`src/rtl/cpu_divider.sv`:
```
// cpu_divider: iterative restoring divider for RV32M DIV/DIVU/REM/REMU.
// One quotient bit per clock, sign fix-up in a final cycle, and a one-cycle valid pulse.
// Accept-to-valid latency is 33 edges.
// Ports:
//   clk, rst_n          clock, asynchronous active-low reset
//   start, op[1:0]      request; op is funct3[1:0] (00 DIV, 01 DIVU, 10 REM, 11 REMU)
//   src_a, src_b        dividend, divisor
//   busy                operation in flight (RUN or FIX), decoded from state
//   valid               one-cycle pulse when result is updated
//   result              quotient or remainder, held until the next completion
// Optional build macro: CPU_DIV_EARLY_OUT_EN. When it is defined, divide-by-zero and
// signed overflow skip RUN and go straight to FIX with the answer preloaded.
module cpu_divider #(
    parameter int unsigned XLEN = 32
) (
    input  logic            clk,
    input  logic            rst_n,
    input  logic            start,
    input  logic [1:0]      op,
    input  logic [XLEN-1:0] src_a,
    input  logic [XLEN-1:0] src_b,
    output logic            busy,
    output logic            valid,
    output logic [XLEN-1:0] result
);

    localparam int unsigned CW = 5;

    localparam logic [1:0] S_IDLE = 2'd0;
    localparam logic [1:0] S_RUN  = 2'd1;
    localparam logic [1:0] S_FIX  = 2'd2;
    localparam logic [1:0] S_DONE = 2'd3;

    logic [1:0]      state, state_next;
    logic [1:0]      op_q;
    logic [XLEN-1:0] divisor;
    logic [XLEN-1:0] dvd;        // dividend, shifted out as quotient bits shift in
    logic [XLEN-1:0] rem;        // partial remainder
    logic [CW-1:0]   cnt;
    logic            q_neg, r_neg, div_zero;

    logic            accept, special;
    logic            signed_in, div_zero_in;
    logic [XLEN-1:0] a_abs, b_abs;
    logic [XLEN:0]   rem_sh, diff;
    logic [XLEN-1:0] quo_fix, rem_fix;

    // Operand conditioning at accept
    assign accept      = start && ((state == S_IDLE) || (state == S_DONE));
    assign signed_in   = ~op[0];
    assign div_zero_in = (src_b == '0);
    assign a_abs       = (signed_in && src_a[XLEN-1]) ? XLEN'(-src_a) : src_a;
    assign b_abs       = (signed_in && src_b[XLEN-1]) ? XLEN'(-src_b) : src_b;

`ifdef CPU_DIV_EARLY_OUT_EN
    logic ovf_in;
    assign ovf_in  = signed_in && (src_a == {1'b1, {(XLEN-1){1'b0}}}) && (src_b == '1);
    assign special = div_zero_in || ovf_in;
`else
    assign special = 1'b0;
`endif

    // One restoring step: shift in next dividend bit, trial-subtract 33 bits wide
    assign rem_sh = {rem, dvd[XLEN-1]};
    assign diff   = rem_sh - {1'b0, divisor};

    // Sign correction; a zero divisor keeps the all-ones quotient un-negated
    assign quo_fix = (q_neg && ~op_q[0] && ~div_zero) ? XLEN'(-dvd) : dvd;
    assign rem_fix = (r_neg && ~op_q[0]) ? XLEN'(-rem) : rem;

    assign busy = (state == S_RUN) || (state == S_FIX);

    // State register
    always_ff @(posedge clk or negedge rst_n) begin
        if (!rst_n) state <= S_IDLE;
        else        state <= state_next;
    end

    // Next-state logic
    always_comb begin
        state_next = state;
        case (state)
            S_IDLE:  if (accept) state_next = special ? S_FIX : S_RUN;
            S_RUN:   if (cnt == CW'(31)) state_next = S_FIX;
            S_FIX:   state_next = S_DONE;
            S_DONE:  state_next = accept ? (special ? S_FIX : S_RUN) : S_IDLE;
            default: state_next = S_IDLE;
        endcase
    end

    // Datapath and registered outputs
    always_ff @(posedge clk or negedge rst_n) begin
        if (!rst_n) begin
            op_q     <= '0;
            divisor  <= '0;
            dvd      <= '0;
            rem      <= '0;
            cnt      <= '0;
            q_neg    <= 1'b0;
            r_neg    <= 1'b0;
            div_zero <= 1'b0;
            valid    <= 1'b0;
            result   <= '0;
        end else begin
            valid <= (state == S_FIX);
            if (accept) begin
                op_q     <= op;
                divisor  <= b_abs;
                dvd      <= a_abs;
                rem      <= '0;
                cnt      <= '0;
                q_neg    <= signed_in & (src_a[XLEN-1] ^ src_b[XLEN-1]);
                r_neg    <= signed_in & src_a[XLEN-1];
                div_zero <= div_zero_in;
`ifdef CPU_DIV_EARLY_OUT_EN
                // Preload the architectural answer; FIX then applies no sign change
                if (special) begin
                    dvd   <= div_zero_in ? '1 : {1'b1, {(XLEN-1){1'b0}}};
                    rem   <= div_zero_in ? src_a : '0;
                    q_neg <= 1'b0;
                    r_neg <= 1'b0;
                end
`endif
            end else if (state == S_RUN) begin
                rem <= diff[XLEN] ? rem_sh[XLEN-1:0] : diff[XLEN-1:0];
                dvd <= {dvd[XLEN-2:0], ~diff[XLEN]};
                cnt <= cnt + CW'(1);
            end else if (state == S_FIX) begin
                result <= op_q[1] ? rem_fix : quo_fix;
            end
        end
    end

endmodule
```
`config.mk`:
```
export PLATFORM = sky130hd
export DESIGN_NAME = cpu_divider
export DESIGN_NICKNAME = d
export VERILOG_FILES = /design/src/rtl/cpu_divider.sv
export SDC_FILE = /design/constraint.sdc
export NUM_CORES = 1
export LEC_CHECK = 0
export BUFFER_PORTS_ARGS = -buffer_cell sky130_fd_sc_hd__buf_2
export CORE_ASPECT_RATIO = 1.25
export CORE_MARGIN = 4
export CORE_UTILIZATION = 55
export DETAILED_ROUTE_END_ITERATION = 7
export GPL_ROUTABILITY_DRIVEN = 0
export PLACE_DENSITY = 0.76
export SLEW_MARGIN = 20
export SYNTH_ARGS = -nofsm -noshare
export SYNTH_HDL_FRONTEND = slang
export SYNTH_SLANG_ARGS = --single-unit
export TNS_END_PERCENT = 1
```
`constraint.sdc`:
```
create_clock -name clk -period 3.2 [get_ports clk]
set_input_delay 0.64 -clock clk [delete_from_list [all_inputs] [get_ports clk]]
set_output_delay 0.64 -clock clk [all_outputs]
set_load 0.03 [all_outputs]
```
* Word-level counts from Yosys, hierarchy flattened
Cells that the tools add are included.
Word-level totals: logic and storage cells 61, bits in registers 141
Cells by class: multiplexer cells 16, bitwise operators 9, reduce and logical (&&, ||, !) cells 13, $add $sub $neg 6, equality and inequality tests 6
Operator list (count):
- 32-bit 2-to-1 mux | 10
- 32-bit negation | 4
- 33-bit by 32-bit subtractor with 33-bit output | 1
- 32-bit zero test | 1
- 5-bit 2-to-1 mux | 2
- 2-bit one-hot mux with 4 select lines | 1
- 1-bit logical AND | 6
- 1-bit inverter | 6
- 5-bit by 1-bit adder with 5-bit output (second input constant) | 1
- 5-bit equality test (second input constant) | 1
- 2-bit equality test (second input constant) | 2
- 2-bit 2-to-1 mux | 2
- 3-bit AND reduction | 1
- 1-bit bitwise AND | 2
- 2-bit by 1-bit equality test with 1-bit output (second input constant) | 1
- 2-bit zero test | 1
- 1-bit logical OR | 2
- 2-bit by 1-bit inequality test with 1-bit output (second input constant) | 1
- 2-bit inequality test (second input constant) | 1
- 2-bit AND reduction | 1
- 2-bit nonzero test | 1
- 1-bit 2-to-1 mux | 1
- 1-bit bitwise XOR | 1

* Longest topological paths before layout
depth after elaboration 5, mapped depth 14, mapped depth without buffers 12

* Worst setup path after synthesis
Ideal clock, no wire load.
path type register -> register, from reg dvd[31], to reg rem[10], data arrival time 2.807 ns, required time 3.063 ns, cell stages (with the launch flop) 14, setup time 0.137 ns, clock period less this slack 2.944 ns, slack 0.256 ns, buffers on the path 1, path through dfrtp_1 -> inv_1 -> ha_1 -> fa_1 -> nor2b_1 -> o31ai_1 -> a21oi_1 -> a311oi_1 -> nor2_1 -> a31oi_2 -> xnor2_4 -> buf_4 -> mux2i_1 -> a21oi_1
Between the ends: longest elaborated chain between the ends 4
RTL lines:
- start: declaration | line 37 | logic [XLEN-1:0] dvd;
- start signal: assignment | line 109 | dvd <= a_abs;
- start signal: assignment | line 126 | dvd <= {dvd[XLEN-2:0], ~diff[XLEN]};
- 33-bit by 32-bit subtractor with 33-bit output | line 65 | assign diff = rem_sh - {1'b0, divisor};
- 32-bit 2-to-1 mux | line 125 | rem <= diff[XLEN] ? rem_sh[XLEN-1:0] : diff[XLEN-1:0];
- 32-bit 2-to-1 mux | line 124 | end else if (state == S_RUN) begin
- 32-bit 2-to-1 mux | line 106 | if (accept) begin
- end signal: assignment | line 125
- end: declaration | line 38 | logic [XLEN-1:0] rem;
No other way between the ends. The select of a mux whose other input is x is not followed. A chain may end at the register's enable or synchronous reset.

* Final worst setup path
from reg divisor[23], to reg rem[8]
Between the ends: longest elaborated chain between the ends 4
RTL lines:
- start: declaration | line 36 | logic [XLEN-1:0] divisor;
- start signal: assignment | line 108 | divisor <= b_abs;
- 33-bit by 32-bit subtractor with 33-bit output | line 65
- 32-bit 2-to-1 mux | line 125
- 32-bit 2-to-1 mux | line 124
- 32-bit 2-to-1 mux | line 106
No other way between the ends. The select of a mux whose other input is x is not followed.

==> flow_summary.ini <==
[final_layout]
stdcell_count = 1670
nFillCells = 1583
area_delta_synth_final_pct = 16.50
drive_gt1_share_pct = 16.32
diodes = 0
final_nets = 1508

[power_and_ir_drop]
p_sw_share_pct = 47.78
p_leak_nw = 5.506
p_clk_share_pct = 13.1
p_total_w = 0.01601
powerDensity_mw_per_mm2 = 1283
p_seq_share_pct = 22.0
comb_power_share_pct = 65.0
max-vdd-ir-drop_uv = 1412
p_int_w = 0.008359
switching_power_w = 0.007648

[sta]
rsz0062_at_grt = true
worst_pin_slew_ns = 0.7676
drv_slew = 0
slew_headroom_pct = 48.35
finalSetupViolCount = 0
min_period_ns = 3.078
fin_tns_setup_ns = 0
finalHoldViolations = 0
fin_skew_ns = 0.008221
post-route-period-util_pct = 96.19
fmax_mhz = 324.9
layout_setup_ws_ns = 0.1220

[die]
core_region_area_sq_mm = 0.01899
dieArea_sq_mm = 0.02178
die-height_um = 164
num_rows = 56
die_w_um = 132.8
ios = 103
start_util_pct = 56.39

[clocking]
clockBufferDepth = 2
clk_latency_ns = 0.43
root_buffer = clkbuf_16
htree_num_levels = 4
clk_pin_slew_worst_paths_ns = 0.06
cts_buffers = 17
cts.sinks = 141
cts-hold-fix-buffers = 0
cts_tree = built

[setup_path]
end_kind = register
worst_path_max_delay_cell = ha_1
cpPeakStageDelay_ns = 0.46
ff2ff_setup_slack_ns = 0.12
rr_worst_depth = 13
path_max_fanout = 10
r2r_start = divisor[23]$_DFFE_PN0P_
start_kind = register
required_ns = 3.47
crit_start = divisor[23]$_DFFE_PN0P_
critPathKind = register to register
crit_chain = inv_1 -> ha_1 -> and4_1 -> nand3_1 -> o22ai_1 -> o21bai_1 -> a21boi_1 -> a31oi_4 -> xnor2_4 -> buf_12 -> buf_12 -> mux2i_1 -> a211oi_1
crit_arrival_ns = 3.35
timing.rr.end = rem[8]$_DFFE_PN0P_
crit_top_cell = buf_12

[route]
wl_mm = 28.44
vias_per_cell = 5.870
ant_nets = 0
drtIter0Drc = 755
dr.pass1.iters = 5
drcViolationCount = 0
num_vias = 9803
drt-wirelength-per-cell_um = 17.03

[min_path]
hp-class = primary input to async pin

[synth]
synth.cell_area_sq_mm = 0.01071
synth_edf_count = 0
synth-async-reset-ratio_pct = 100.0
synth_area_per_cell_sq_um = 8.307
synth_warnings = 0
synth-xor-area-share_pct = 12.20
synth-compound-area-share_pct = 22.48
syn-num-nets = 1401
synth_commonest_cells = nand2_1, dfrtp_1, o21ai_0, a21oi_1, xnor2_1
synth_fa_ha_area_share_pct = 5.095
yosysTopAreaCellShare_pct = 32.95
synthTopCellsByArea = dfrtp_1, xnor2_1, o21ai_0
synth_most_common_cell = nand2_1
synth_cells = 1289
synth_top_cell_by_area = dfrtp_1
ys.flop_type = dfrtp_1
synth-simple-area-share_pct = 16.13
seq_area_frac_synth_pct = 32.95
synth_top_family_by_area = compound AO/OA/AOI/OAI gates
ys_ff_latch = 141
ys_types = 69
synth_mux_area_share_pct = 5.959

[grt]
grt_pass1_vias = 9437
grtUsageMet1_pct = 31.81
grtUsageTotal_pct = 26.02
grt_pass1_wl_mm = 46.16
antenna_found_initial = 0
gr-usage-met2_pct = 45.01
gr-total-overflow = 0
use_met3_pct = 3.768
grt_max_degree = 78
grt_busiest_layer = met2

[flow_run]
maxCapViolations = 0

[placed_design]
dp_slack_ns = 0.01679
dp.cells = 1634
dpl.hpwl_mm = 20.93
portBuffers = 102

[outcome]
outcome = finished clean
power by group through the flow:
stage | Clock, W | Sequential [W] | Combinational, W
after floorplan | 0 | 0.00369 | 0.00694
after global placement | 0 | 0.00349 | 0.00966
after detailed placement | 0 | 0.00352 | 0.00986
after CTS | 0.00210 | 0.00350 | 0.00995
after global routing | 0.00219 | 0.00362 | 0.0115
final | 0.00209 | 0.00352 | 0.0104
cell families after synthesis:
kind of cell             after synthesis
XOR/XNOR                             147
flip-flops                           141
AND/OR/NAND/NOR                      357
AO/OA/AOI/OAI                        393
multiplexers                          63
buffers and inverters                145
adder cells (fa/ha/maj)               43
worst max-delay path by stage:
stage / end / slack (ns) / depth (start not counted)
after floorplan: rem[10]$_DFFE_PN0P_ / 0.26 / 13
after global placement: dvd[31]$_DFFE_PN0P_ / 0.02 / 9
after detailed placement: dvd[31]$_DFFE_PN0P_ / 0.02 / 9
after CTS: rem[3]$_DFFE_PN0P_ / 0.17 / 12
after global routing: rem[8]$_DFFE_PN0P_ / -0.05 / 14
final: rem[8]$_DFFE_PN0P_ / 0.12 / 13
placed cells by master (no fill, tap or decap), types with 21 or more instances in the layout:
cell type / Yosys / routed
nor3_1: 21 / 21
buf_2: 3 / 101
mux2i_1: 57 / 57
o31ai_1: 30 / 30
inv_1: 70 / 70
nand3_1: 21 / 21
ha_1: 42 / 41
nand2_1: 150 / 150
a21oi_1: 96 / 96
o21ai_0: 139 / 139
dfrtp_1: 141 / 141
xnor2_1: 93 / 93
nor2_1: 68 / 67
buf_4: 2 / 53
xor2_1: 53 / 53
per-layer routing:
metal / vias to the layer above / part of all wire, %
li1: 4801 / -
met1: 4608 / 41
met2: 317 / 50
met3: 77 / 4.6
met4: 0 / 4.3
met5: - / 0
sequential cells by signal, indices dropped and copies added, names as in the netlist:
name	cells
op_q	2
dvd	32
r_neg	1
q_neg	1
div_zero	1
divisor	32
rem	32
cnt	5
result	32
valid	1
state	2
area by class of cell:
| type | count | area [sq um] | area share (%) |
|---|---|---|---|
| Clock buffer | 20 | 456.7 | 3.661 |
| Clock inverter | 12 | 160.2 | 1.284 |
| Inverter | 71 | 266.5 | 2.136 |
| Multi-Input combinational cell | 1003 | 6671 | 53.48 |
| Sequential cell | 141 | 3528 | 28.28 |
| Tap cell | 261 | 326.6 | 2.618 |
| Timing Repair Buffer | 162 | 1065 | 8.536 |
per-stage QoR:
step / hold WS (ns) / instance area [sq um] / util (%)
2_1_floorplan: 0.3444 / 10710 / -
3_3_place_gp: 0.4650 / 11760 / 61.93
3_5_place_dp: 0.4733 / 11760 / 61.93
4_1_cts: 0.2225 / 12380 / 65.18
5_1_grt: 0.2387 / 12470 / 65.70
6_report: 0.1867 / 12470 / 65.70
what timing repair did:
| action | CTS | global route |
|---|---|---|
| resized for setup | 0 | 4 |
| setup buffers | 0 | 2 |
| setup endpoints to repair | 0 | 24 |
worst max-delay path: cells and delay by family, from the launching register on:
family	cells	cell delay (ns)
AOI/OAI and AO/OA	5	0.87
adders and majority gates	1	0.46
muxes	1	0.21
xor gates and xnor gates	1	0.26
and+or+nand+nor	2	0.40
DFF	1	0.35
buffers and inverters	3	0.36
Power figures use the tool's default switching activity.
